`config.mk`:
```
export PLATFORM = sky130hd
export DESIGN_NAME = round_controller_flat
export DESIGN_NICKNAME = d
export VERILOG_FILES = /design/src/rtl/round_controller_if.sv /design/src/rtl/round_controller.sv /design/src/flat_wrapper.sv
export SDC_FILE = /design/constraint.sdc
export NUM_CORES = 1
export LEC_CHECK = 0
export ABC_AREA = 1
export ABC_CLOCK_PERIOD_IN_PS = 4240
export BUFFER_PORTS_ARGS = -buffer_cell sky130_fd_sc_hd__buf_4
export CAP_MARGIN = 5
export CORE_MARGIN = 1.5
export CORE_UTILIZATION = 60
export DETAILED_ROUTE_END_ITERATION = 7
export PLACE_DENSITY = 0.89
export SLEW_MARGIN = 20
export SYNTH_ARGS = -nofsm -noshare
export SYNTH_HDL_FRONTEND = slang
export SYNTH_SLANG_ARGS = --single-unit
```
`constraint.sdc`:
```
create_clock -name CLOCK_50 -period 4.24 [get_ports CLOCK_50]
set_input_delay 0.424 -clock CLOCK_50 [delete_from_list [all_inputs] [get_ports CLOCK_50]]
set_output_delay 0.424 -clock CLOCK_50 [all_outputs]
set_load 0.005 [all_outputs]
```
`src/rtl/round_controller_if.sv`:
```
// ---------------------------------------------------------------------------
// round_controller_if
// Groups the round controller's frame/button/handshake inputs and its game
// status outputs into one bundle.
//   master : the round controller (drives step_en, clear_req, state, scores...)
//   slave  : the surrounding datapath / VGA timing (drives frame_start,
//            start_n, clear_ack, crash verdicts)
// ---------------------------------------------------------------------------
interface round_controller_if #(
    parameter int unsigned SCORE_W = 4
);
    logic               frame_start;
    logic               start_n;
    logic               clear_ack;
    logic               crash_valid;
    logic               crash_p1;
    logic               crash_p2;
    logic               step_en;
    logic               clear_req;
    logic [2:0]         state;
    logic [1:0]         countdown;
    logic [SCORE_W-1:0] score_p1;
    logic [SCORE_W-1:0] score_p2;
    logic [1:0]         winner;
    logic               game_over;

    modport master (
        input  frame_start, start_n, clear_ack, crash_valid, crash_p1, crash_p2,
        output step_en, clear_req, state, countdown, score_p1, score_p2, winner, game_over
    );

    modport slave (
        output frame_start, start_n, clear_ack, crash_valid, crash_p1, crash_p2,
        input  step_en, clear_req, state, countdown, score_p1, score_p2, winner, game_over
    );
endinterface

```
`src/rtl/round_controller.sv`:
```
// ---------------------------------------------------------------------------
// round_controller
// Sequences the two-player light-cycle game: idle, arena clear, 3-2-1
// countdown, run, crash hold and match end. Issues frame-synchronous step
// pulses to the player movers, requests arena reinit, and keeps scores.
// Ports:
//   CLOCK_50 : system clock
//   reset    : synchronous, active-high
//   bus      : round_controller_if.master
//              in : frame_start, start_n (async, active-low), clear_ack,
//                   crash_valid, crash_p1, crash_p2
//              out: step_en, clear_req, state, countdown, score_p1/p2,
//                   winner, game_over (all registered)
// ---------------------------------------------------------------------------
module round_controller #(
    parameter int unsigned STEP_FRAMES  = 6,
    parameter int unsigned COUNT_FRAMES = 60,
    parameter int unsigned HOLD_FRAMES  = 120,
    parameter int unsigned WIN_SCORE    = 5,
    parameter int unsigned SCORE_W      = 4
) (
    input logic                CLOCK_50,
    input logic                reset,
    round_controller_if.master bus
);

    localparam int unsigned MAX_A      = (STEP_FRAMES > COUNT_FRAMES) ? STEP_FRAMES : COUNT_FRAMES;
    localparam int unsigned MAX_FRAMES = (MAX_A > HOLD_FRAMES) ? MAX_A : HOLD_FRAMES;
    localparam int unsigned CNT_W      = (MAX_FRAMES < 2) ? 1 : $clog2(MAX_FRAMES);

    localparam logic [CNT_W-1:0]   STEP_LAST  = CNT_W'(STEP_FRAMES - 1);
    localparam logic [CNT_W-1:0]   COUNT_LAST = CNT_W'(COUNT_FRAMES - 1);
    localparam logic [CNT_W-1:0]   HOLD_LAST  = CNT_W'(HOLD_FRAMES - 1);
    localparam logic [CNT_W-1:0]   CNT_ONE    = CNT_W'(1);
    localparam logic [SCORE_W-1:0] WIN_S      = SCORE_W'(WIN_SCORE);
    localparam logic [SCORE_W-1:0] SCORE_ONE  = SCORE_W'(1);

    typedef enum logic [2:0] {
        S_IDLE      = 3'd0,
        S_CLEAR     = 3'd1,
        S_COUNTDOWN = 3'd2,
        S_RUN       = 3'd3,
        S_CRASH     = 3'd4,
        S_MATCH_END = 3'd5
    } state_t;

    state_t             state_q, state_d;
    logic [CNT_W-1:0]   frame_cnt_q, frame_cnt_d;
    logic [1:0]         countdown_q, countdown_d;
    logic [SCORE_W-1:0] score_p1_q, score_p1_d;
    logic [SCORE_W-1:0] score_p2_q, score_p2_d;
    logic [1:0]         winner_q, winner_d;
    logic               clear_req_q, clear_req_d;
    logic               step_en_q, step_en_d;
    logic               game_over_q, game_over_d;
    logic [2:0]         start_sync_q, start_sync_d;
    logic               press;

    // [0],[1] synchronise the async button, [2] holds the previous synced value
    assign start_sync_d = {start_sync_q[1:0], bus.start_n};
    assign press        = start_sync_q[2] & ~start_sync_q[1];

    always_ff @(posedge CLOCK_50) begin
        if (reset) begin
            state_q      <= S_IDLE;
            frame_cnt_q  <= '0;
            countdown_q  <= '0;
            score_p1_q   <= '0;
            score_p2_q   <= '0;
            winner_q     <= '0;
            clear_req_q  <= 1'b0;
            step_en_q    <= 1'b0;
            game_over_q  <= 1'b0;
            start_sync_q <= '1;
        end else begin
            state_q      <= state_d;
            frame_cnt_q  <= frame_cnt_d;
            countdown_q  <= countdown_d;
            score_p1_q   <= score_p1_d;
            score_p2_q   <= score_p2_d;
            winner_q     <= winner_d;
            clear_req_q  <= clear_req_d;
            step_en_q    <= step_en_d;
            game_over_q  <= game_over_d;
            start_sync_q <= start_sync_d;
        end
    end

    always_comb begin
        state_d     = state_q;
        frame_cnt_d = frame_cnt_q;
        countdown_d = countdown_q;
        score_p1_d  = score_p1_q;
        score_p2_d  = score_p2_q;
        winner_d    = winner_q;
        clear_req_d = clear_req_q;
        step_en_d   = 1'b0;
        game_over_d = game_over_q;

        unique case (state_q)
            S_IDLE, S_MATCH_END: begin
                if (press) begin
                    state_d     = S_CLEAR;
                    frame_cnt_d = '0;
                    score_p1_d  = '0;
                    score_p2_d  = '0;
                    winner_d    = '0;
                    clear_req_d = 1'b1;
                    game_over_d = 1'b0;
                end
            end

            S_CLEAR: begin
                if (bus.clear_ack) begin
                    state_d     = S_COUNTDOWN;
                    frame_cnt_d = '0;
                    clear_req_d = 1'b0;
                    countdown_d = 2'd3;
                end
            end

            S_COUNTDOWN: begin
                if (bus.frame_start) begin
                    if (frame_cnt_q == COUNT_LAST) begin
                        frame_cnt_d = '0;
                        if (countdown_q == 2'd1) begin
                            state_d     = S_RUN;
                            countdown_d = '0;
                            winner_d    = '0;
                        end else begin
                            countdown_d = countdown_q - 2'd1;
                        end
                    end else begin
                        frame_cnt_d = frame_cnt_q + CNT_ONE;
                    end
                end
            end

            S_RUN: begin
                // A real crash pre-empts a coincident step frame
                if (bus.crash_valid && (bus.crash_p1 || bus.crash_p2)) begin
                    state_d     = S_CRASH;
                    frame_cnt_d = '0;
                    if (bus.crash_p1 && bus.crash_p2) begin
                        winner_d = 2'd3;
                    end else if (bus.crash_p1) begin
                        winner_d = 2'd2;
                        if (score_p2_q < WIN_S) score_p2_d = score_p2_q + SCORE_ONE;
                    end else begin
                        winner_d = 2'd1;
                        if (score_p1_q < WIN_S) score_p1_d = score_p1_q + SCORE_ONE;
                    end
                end else if (bus.frame_start) begin
                    if (frame_cnt_q == STEP_LAST) begin
                        frame_cnt_d = '0;
                        step_en_d   = 1'b1;
                    end else begin
                        frame_cnt_d = frame_cnt_q + CNT_ONE;
                    end
                end
            end

            S_CRASH: begin
                if (bus.frame_start) begin
                    if (frame_cnt_q == HOLD_LAST) begin
                        frame_cnt_d = '0;
                        if (score_p1_q == WIN_S || score_p2_q == WIN_S) begin
                            state_d     = S_MATCH_END;
                            game_over_d = 1'b1;
                        end else begin
                            state_d     = S_CLEAR;
                            clear_req_d = 1'b1;
                        end
                    end else begin
                        frame_cnt_d = frame_cnt_q + CNT_ONE;
                    end
                end
            end

            default: begin
                state_d     = S_IDLE;
                frame_cnt_d = '0;
            end
        endcase
    end

    assign bus.state     = state_q;
    assign bus.step_en   = step_en_q;
    assign bus.clear_req = clear_req_q;
    assign bus.countdown = countdown_q;
    assign bus.score_p1  = score_p1_q;
    assign bus.score_p2  = score_p2_q;
    assign bus.winner    = winner_q;
    assign bus.game_over = game_over_q;

endmodule
```
`src/flat_wrapper.sv`:
```
// flat-port wrapper written by rule: the top's interface ports become plain ports
module round_controller_flat 
#(
    parameter int unsigned STEP_FRAMES  = 6,
    parameter int unsigned COUNT_FRAMES = 60,
    parameter int unsigned HOLD_FRAMES  = 120,
    parameter int unsigned WIN_SCORE    = 5,
    parameter int unsigned SCORE_W      = 4
)
  (CLOCK_50, reset, bus_frame_start, bus_start_n, bus_clear_ack, bus_crash_valid, bus_crash_p1, bus_crash_p2, bus_step_en, bus_clear_req, bus_state, bus_countdown, bus_score_p1, bus_score_p2, bus_winner, bus_game_over);
  round_controller_if #(.SCORE_W(SCORE_W)) bus_i ();
  input logic CLOCK_50;
  input logic reset;
  input wire logic [$bits(bus_i.frame_start)-1:0] bus_frame_start;
  input wire logic [$bits(bus_i.start_n)-1:0] bus_start_n;
  input wire logic [$bits(bus_i.clear_ack)-1:0] bus_clear_ack;
  input wire logic [$bits(bus_i.crash_valid)-1:0] bus_crash_valid;
  input wire logic [$bits(bus_i.crash_p1)-1:0] bus_crash_p1;
  input wire logic [$bits(bus_i.crash_p2)-1:0] bus_crash_p2;
  output wire logic [$bits(bus_i.step_en)-1:0] bus_step_en;
  output wire logic [$bits(bus_i.clear_req)-1:0] bus_clear_req;
  output wire logic [$bits(bus_i.state)-1:0] bus_state;
  output wire logic [$bits(bus_i.countdown)-1:0] bus_countdown;
  output wire logic [$bits(bus_i.score_p1)-1:0] bus_score_p1;
  output wire logic [$bits(bus_i.score_p2)-1:0] bus_score_p2;
  output wire logic [$bits(bus_i.winner)-1:0] bus_winner;
  output wire logic [$bits(bus_i.game_over)-1:0] bus_game_over;
  assign bus_i.frame_start = bus_frame_start;
  assign bus_i.start_n = bus_start_n;
  assign bus_i.clear_ack = bus_clear_ack;
  assign bus_i.crash_valid = bus_crash_valid;
  assign bus_i.crash_p1 = bus_crash_p1;
  assign bus_i.crash_p2 = bus_crash_p2;
  assign bus_step_en = bus_i.step_en;
  assign bus_clear_req = bus_i.clear_req;
  assign bus_state = bus_i.state;
  assign bus_countdown = bus_i.countdown;
  assign bus_score_p1 = bus_i.score_p1;
  assign bus_score_p2 = bus_i.score_p2;
  assign bus_winner = bus_i.winner;
  assign bus_game_over = bus_i.game_over;
  round_controller #(.STEP_FRAMES(STEP_FRAMES), .COUNT_FRAMES(COUNT_FRAMES), .HOLD_FRAMES(HOLD_FRAMES), .WIN_SCORE(WIN_SCORE), .SCORE_W(SCORE_W)) u_core (.CLOCK_50(CLOCK_50), .reset(reset), .bus(bus_i));
endmodule
```
==> qor.yml <==
r2r-end: "u_core.bus.score_p2[0]$_SDFFE_PP0P_"
post-route-drc-count: 0
multi_input_area_mm2: 0.00117
crit_chain: "nand2_2 -> nor2_4 -> inv_2 -> nand2_2 -> nand2_2 -> nor2_4 -> nand3_1 -> a21oi_2"
critPathLaunchType: "flop"
hold_viol_final: 0
fin_skew_ns: 0.00409
max_freq_ghz: 0.556
synth_most_common_cell: "nand2_1"
final_util_pct: 71.1
synth_top_cell_by_area: "dfxtp_1"
r2r-start: "u_core.bus.state[1]$_SDFFE_PP0P_"
min-delay-start: "bus_start_n"
port_buffers: 25
tns_ns: 0
max_cap_violations: 0
root_buffer: "clkbuf_4"
powerDensity_mw_per_mm2: 454
reg2reg_depth: 8
row_count: 20
clkPwrFrac_pct: 13.9
final_nets: 328
drtAntennaViolNets: 0
yosysUniqueCellTypes: 32
clkSinkCount: 28
p_seq_share_pct: 34.7
ys_warn_count: 0
drive_gt1_share_pct: 21.9
dieArea_mm2: 0.00353
die_x_um: 59.4
synthCells: 286
critical_path.startpoint: "u_core.bus.state[1]$_SDFFE_PP0P_"
cts_setup_buffers: 0
hold_path.class: "input port to flop"
initial_core_util_pct: 63.1
worstHoldPathCells: 2
path_delay_family: "simple AND/OR/NAND/NOR gates"
slew_headroom_pct: 68.8
seqCellArea_um2: 561
cts_tree: "yes"
cts_inserted_buffers: 3
setup_violations: 0
slowest_stage: "dfxtp_1"
wl_mm: 3.99
ys_top_cells_by_count: "70 x nand2_1, 41 x nor2_1, 29 x inv_1"
setup.worst_path.end_class: "flop"
grt_usage_pct: 24.1
grt_pass1_wl_mm: 6.53
synth_fp_nets: 303
dpl.hpwl_mm: 3.08
synth_flop_cell: "dfxtp_1"
avgRoutedWirePerCell_um: 11.3
grt_pass1_vias: 1540
grt_max_degree: 16
arrival_ns: 2.08
leakage_nw: 0.978
worst_pin_slew_ns: 0.467
antenna_found_initial: 0
drt-pass1-iter-count: 4
path_buf_inv: 1
grt_setup_unrepaired: "false"
p_int_uw: 534
die_h_um: 59.4
critPathRequiredTime_ns: 4.52
vias: 1802
swShare_pct: 45.4
gp_congestion: 0.881
avgViaCountPerCell: 5.09
clockBufferDepth: 2
hold_end: "u_core.start_sync_q[0]$_SDFF_PP1_"
netlist_area_mm2: 0.00191
dr.first_iter.drc_count: 104
syn_to_final_growth_pct: 12.6
synth_edf_count: 0
ir_drop_uv: 187
hold_buffers: 0
antenna_cells: 0
slowest_delay_ns: 0.61
cts_resized: 0
async_flop_share_pct: 0
ys_ff_latch: 28
clk_pin_slew_ns: 0.16
period_minus_slack_ns: 1.80
status: "finished, final reports clean"
finalMaxSlewViolations: 0
clock_latency_ns: 0.33
p_switching_uw: 443
htree_levels: 1
overflow: 0
ys_seq_area_share_pct: 29.3
nFillCells: 268
worst-setup-path-type: "flop to flop"
ioPinCount: 26
crit_fanout: 12
coreArea_mm2: 0.00303
syn_avg_cell_area_um2: 6.68
cpMostUsedCell: "nand2_2"
synth.area.top_cells: "dfxtp_1 29%, nand2_1 14%, nor2_1 8.1%, ha_1 5.9%, inv_1 5.7%"
fin_crit_sh_pct: 42.4
synth.top_cell.area_share_pct: 29.3
pwr-share-comb_pct: 51.3
rrSetupSlack_ns: 2.44
==> registers in the layout, summed over array words and instances, names as in the netlist <==
register              flops
u_core.start_sync_q       3
u_core.bus.game_over      1
u_core.frame_cnt_q        7
u_core.bus.step_en        1
u_core.bus.score_p1       4
u_core.bus.winner         2
u_core.bus.clear_req      1
u_core.bus.countdown      2
u_core.bus.score_p2       4
u_core.bus.state          3
==> layer usage <==
metal,share of wire [%],up-vias,GRT usage [%]
li1,-,957,-
met1,47,808,31.2
met2,48,35,40.8
met3,3.8,2,3.28
met4,0.53,0,7.79
met5,0,-,0
==> cells by family after synthesis <==
kind of cell | count (synthesis) | synth area share (%)
and+or+nand+nor | 171 | 44.7
adders and majority gates | 9 | 5.89
DFF | 28 | 29.3
xor gates and xnor gates | 2 | 0.917
AOI/OAI and AO/OA | 34 | 9.89
buffers and inverters | 42 | 9.23
==> worst max path at each step <==
stage | slack, ns | to | cells after the start
detailed placement | 2.49 | u_core.bus.score_p2[2]$_SDFFE_PP0P_ | 9
global route | 2.25 | u_core.frame_cnt_q[1]$_SDFFE_PP0P_ | 10
floorplan | 2.79 | u_core.bus.state[0]$_SDFFE_PP0P_ | 9
global placement | 2.52 | u_core.bus.score_p2[0]$_SDFFE_PP0P_ | 9
CTS | 2.47 | u_core.bus.score_p2[0]$_SDFFE_PP0P_ | 8
finish | 2.44 | u_core.bus.score_p2[0]$_SDFFE_PP0P_ | 8
==> worst register-to-register path: cells and delay by family, from the launching register on <==
kind            cells  cell delay, ns
simple gates        6            0.85
flops               1            0.61
buf+inv             1            0.15
compound gates      1            0.14
==> through the flow <==
step                power [mW]  instance area [µm²]  hold slack (ns)  setup WS (ns)  instances
finish                   0.978                 2150            0.259           2.44        354
floorplan                0.730                 1910            0.389           2.79        286
detailed placement       0.842                 2120            0.407           2.49        350
global route              1.06                 2150            0.243           2.25        354
CTS                      0.976                 2150            0.254           2.47        354
global placement         0.836                 2120            0.391           2.52        350
==> layout by cell type (no fill, tap or decap), drive strengths merged <==
cell type,count
a21oi,19
a31oi,1
buf,25
clkbuf,4
clkinv,1
dfxtp,28
ha,9
inv,36
nand2,82
nand3,25
nand3b,2
nand4,6
nor2,49
nor3,3
nor4,1
o21ai,13
o21bai,1
or2,3
xnor2,2
==> area by class of cell <==
class / count / area share, %
repair buffers: 25 / 8.72
multi-input cells: 216 / 54.5
inverters: 37 / 6.45
flip-flops and latches: 28 / 26.0
well taps: 44 / 2.56
clock buffers: 4 / 1.69
==> power groups by stage <==
stage          clock network (mW)  registers (mW)  logic (mW)
6_report                    0.136           0.339       0.502
5_1_grt                     0.150           0.345       0.566
4_1_cts                     0.138           0.339       0.499
3_5_place_dp                    0           0.344       0.497
3_3_place_gp                    0           0.344       0.493
2_1_floorplan                   0           0.331       0.399
Power figures use the tool's default switching activity.
